<file path="src/rtl/wb_stage_pkg.sv">
// Shared definitions for the write-back stage: default widths and result-select codes.
package wb_stage_pkg;

  localparam int unsigned WB_DATA_W = 32;
  localparam int unsigned WB_ADDR_W = 5;

  typedef enum logic [1:0] {
    MD_F    = 2'b00,
    MD_MEM  = 2'b01,
    MD_SLT  = 2'b10,
    MD_RSVD = 2'b11
  } md_sel_e;

endpackage : wb_stage_pkg

</file>
<file path="src/rtl/wb_result_mux.sv">
// Combinational write-back result select: ALU result, memory data, SLT bit or zero.
module wb_result_mux
  import wb_stage_pkg::*;
#(
  parameter int unsigned DATA_W = WB_DATA_W
) (
  input  logic [1:0]        md,
  input  logic              vxorn,
  input  logic [DATA_W-1:0] f,
  input  logic [DATA_W-1:0] data,
  output logic [DATA_W-1:0] result_c
);

  // Reserved code falls through to zero so BUS_D is always defined.
  always_comb begin
    result_c = '0;
    case (md)
      MD_F:    result_c = f;
      MD_MEM:  result_c = data;
      MD_SLT:  result_c = {{(DATA_W-1){1'b0}}, vxorn};
      default: result_c = '0;
    endcase
  end

endmodule : wb_result_mux

</file>
<file path="src/rtl/wb_stage.sv">
// Write-back stage: EX/WB pipeline register feeding the register-file write port.
module wb_stage
  import wb_stage_pkg::*;
#(
  parameter int unsigned DATA_W = WB_DATA_W,
  parameter int unsigned ADDR_W = WB_ADDR_W
) (
  input  logic              CLOCK,
  input  logic              RESET,
  input  logic              RW,
  input  logic [ADDR_W-1:0] DA,
  input  logic [1:0]        MD,
  input  logic              VxorN,
  input  logic [DATA_W-1:0] F,
  input  logic [DATA_W-1:0] Data,
  output logic [DATA_W-1:0] BUS_D,
  output logic              RW_out,
  output logic [ADDR_W-1:0] DA_out
);

  logic              rw_q;
  logic [ADDR_W-1:0] da_q;
  logic [1:0]        md_q;
  logic              vxorn_q;
  logic [DATA_W-1:0] f_q;
  logic [DATA_W-1:0] data_q;

  // Unconditional capture every cycle; reset clears the in-flight fields.
  always_ff @(posedge CLOCK or negedge RESET) begin
    if (!RESET) begin
      rw_q    <= 1'b0;
      da_q    <= '0;
      md_q    <= 2'b00;
      vxorn_q <= 1'b0;
      f_q     <= '0;
      data_q  <= '0;
    end else begin
      rw_q    <= RW;
      da_q    <= DA;
      md_q    <= MD;
      vxorn_q <= VxorN;
      f_q     <= F;
      data_q  <= Data;
    end
  end

  wb_result_mux #(
    .DATA_W (DATA_W)
  ) u_result_mux (
    .md       (md_q),
    .vxorn    (vxorn_q),
    .f        (f_q),
    .data     (data_q),
    .result_c (BUS_D)
  );

  assign RW_out = rw_q;
  assign DA_out = da_q;

endmodule : wb_stage

</file>
<file path="config.mk">
export PLATFORM = sky130hd
export DESIGN_NAME = wb_stage
export DESIGN_NICKNAME = d
export VERILOG_FILES = /design/src/rtl/wb_stage_pkg.sv /design/src/rtl/wb_result_mux.sv /design/src/rtl/wb_stage.sv
export SDC_FILE = /design/constraint.sdc
export NUM_CORES = 1
export LEC_CHECK = 0
export BUFFER_PORTS_ARGS = -buffer_cell sky130_fd_sc_hd__buf_4
export CAP_MARGIN = 20
export CORE_MARGIN = 1
export CORE_UTILIZATION = 49
export CTS_BUF_LIST = sky130_fd_sc_hd__clkbuf_16
export DETAILED_ROUTE_END_ITERATION = 10
export GPL_TIMING_DRIVEN = 0
export MAX_ROUTING_LAYER = met4
export PLACE_DENSITY_LB_ADDON = 0.25
export SYNTH_ARGS = -nofsm -noshare
export SYNTH_HDL_FRONTEND = slang
export SYNTH_SLANG_ARGS = --single-unit
</file>
<file path="constraint.sdc">
create_clock -name CLOCK -period 1.63 [get_ports CLOCK]
set_input_delay 0.2445 -clock CLOCK [delete_from_list [all_inputs] [get_ports CLOCK]]
set_output_delay 0.2445 -clock CLOCK [all_outputs]
set_load 0.01 [all_outputs]
</file>
==> results.toml <==
[status]
outcome = "completed"

[placement]
io_buffers = 112
placed_area_mm2 = 0.003276
place_congestion = 0.6648
hpwl_um = 3078
preCtsSetupSlack_ns = 0.2579

[routing]
drcViolationCount = 0
drtIter0Drc = 54
wl_um = 4632
vias = 1523
drtPass1Iterations = 4
vias_per_cell = 4.672
wire_per_inst_um = 14.21
postRouteAntennaNets = 0

[setup_path]
required_ns = 1.39
cp-start-kind = "flop"
arrival_ns = 1.38
crit_fanout = 10
cp-end-kind = "output port"
worst-setup-path-type = "flop to output port"

[worst_hold_path]
min_path_cells = 1
hp-class = "primary input to flop"
hp-start = "DA[4]"
worstHoldEndpoint = "DA_out[4]$_DFF_PN0_"

[sta]
timing.fmax_ghz = 0.6167
slew_headroom_pct = 42.80
tightest_slew_ns = 0.8580
fin_setup_tns_ns = 0
post-route-min-period_ns = 1.622
report.final.hold_viol_count = 0
finalSetupViolCount = 0
fin_crit_sh_pct = 99.48
fin_ws_ns = 0.008427
whs_ns = 0.03105
rsz0062_at_grt = "yes"
slew_viol_final = 0

[logic_synthesis]
yosysSeqAreaShare_pct = 77.09
synth_top_area_share_pct = 77.09
syn-num-nets = 221
ys_ff_latch = 73
avgSynthCellArea_um2 = 16.23
synth_warnings = 0
synth_area_leaders = "dfrtp_1 (77%), mux2i_1 (14%), nor2_1 (4.6%)"
yosys.area.top_type = "dfrtp_1"
yosys.cell_types.count = 11
netlist_instances = 146
syn_area_mm2 = 0.002370

[floorplanning]
dieArea_mm2 = 0.005119
initial_core_util_pct = 52.61
ioPinCount = 113
die_w_um = 71.55
die_y_um = 71.55
rows = 24
core_area_mm2 = 0.004504

[clock_tree]
cts_tree = "built"
htreeDepth = 3
cts_sinks = 73
cts_hold_buf = 0
path_clk_slew_ns = 0.05
clock_path_buffers = 2
cts_buffers = 9
cts-root-buf = "clkbuf_16"

[layout]
diodes = 0
stdcell_area_mm2 = 0.003553
syn_to_final_growth_pct = 49.95
final_cell_mix = "buf_4 (113), dfrtp_1 (73), mux2i_1 (31), nor2_1 (29), clkbuf_16 (9)"
multiInputGateArea_um2 = 457.9
n_fill_cell = 280
final_layout_size_suffix_gt1_share_pct = 48.91
final_common_cell = "buf_4"
nNetsFinal = 346
regArea_mm2 = 0.001827

[global_route]
grt_pass1_vias = 1644
grt_pass1_wl_um = 7155
overflow = 0
grtUsageTotal_pct = 20.57
antenna_found_initial = 0
grt_max_degree = 74

[flow_run]
max_cap_viol_count = 0

[power]
p_leak_nw = 1.845
powerDensity_mw_per_mm2 = 1114
ir_drop_mv = 0.8443
[registers in the layout, summed over array words and instances (netlist names)]
| signal | count |
|---|---|
| data_q | 32 |
| f_q | 32 |
| DA_out | 5 |
| md_q | 2 |
| RW_out | 1 |
| vxorn_q | 1 |
[timing repair]
action	4_1_cts	5_1_grt
endpoints found under the hold margin	0	0
buffers inserted	2	0
setup endpoints to repair	22	31
resized for setup	2	2
gates cloned	0	0
[worst max-delay path by stage]
stage / start / end / slack, ns / depth (start not counted)
floorplan: md_q[0]$_DFF_PN0_ / BUS_D[10] / 0.48 / 4
global placement: md_q[1]$_DFF_PN0_ / BUS_D[19] / 0.26 / 4
detailed placement: md_q[1]$_DFF_PN0_ / BUS_D[21] / 0.26 / 4
CTS: md_q[0]$_DFF_PN0_ / BUS_D[7] / -0.006 / 5
global route: md_q[0]$_DFF_PN0_ / BUS_D[7] / -0.07 / 5
finish: md_q[0]$_DFF_PN0_ / BUS_D[7] / 0.008 / 5
[area by class of cell]
| type | count | area share (%) |
|---|---|---|
| Timing Repair Buffer | 114 | 24.44 |
| Clock buffer | 9 | 6.338 |
| Sequential cell | 73 | 51.41 |
| Buffer | 8 | 2.570 |
| Multi-Input combinational cell | 65 | 12.89 |
| Tap cell | 52 | 1.831 |
| Clock inverter | 5 | 0.5282 |
[cells in the mapped netlist]
library cell	number
clkbuf_1	2
buf_12	3
buf_2	1
nand3b_1	1
clkbuf_2	1
buf_6	1
dfrtp_1	73
nor2_1	29
o21ai_0	1
mux2i_1	32
nor2_2	2
[cell families after synthesis]
logic type,synth area share [%]
flops,77.09
buf+inv,3.748
simple gates,5.438
compound gates,0.2110
mux,13.52
[routing by layer]
metal / global-route usage (%) / share of wire [%]
met2: 35.34 / 53
met3: 8.017 / 7.7
met1: 19.98 / 38
met5: - / 0
met4: 10.89 / 1.5
[through the flow]
stage,cells,total power [mW],util [%]
4_1_cts,326,4.008,78.81
6_report,326,3.959,78.89
3_3_place_gp,310,2.375,72.72
2_1_floorplan,146,2.108,-
3_5_place_dp,310,2.388,72.72
5_1_grt,326,4.126,78.89
[worst max-delay path, stage by stage, from the launching register on]
cell	delay [ns]
dfrtp_1	0.33
buf_6	0.15
buf_12	0.14
mux2i_1	0.21
nor2_1	0.07
buf_4	0.15
[report_power, final]
part	switching [mW]	leakage [nW]	internal [mW]
clock network	0.612	0.130	0.981
registers	0.0253	0.851	1.91
logic	0.177	0.864	0.255
total	0.815	1.84	3.14
No activity file was read; power rests on OpenSTA's default activity.
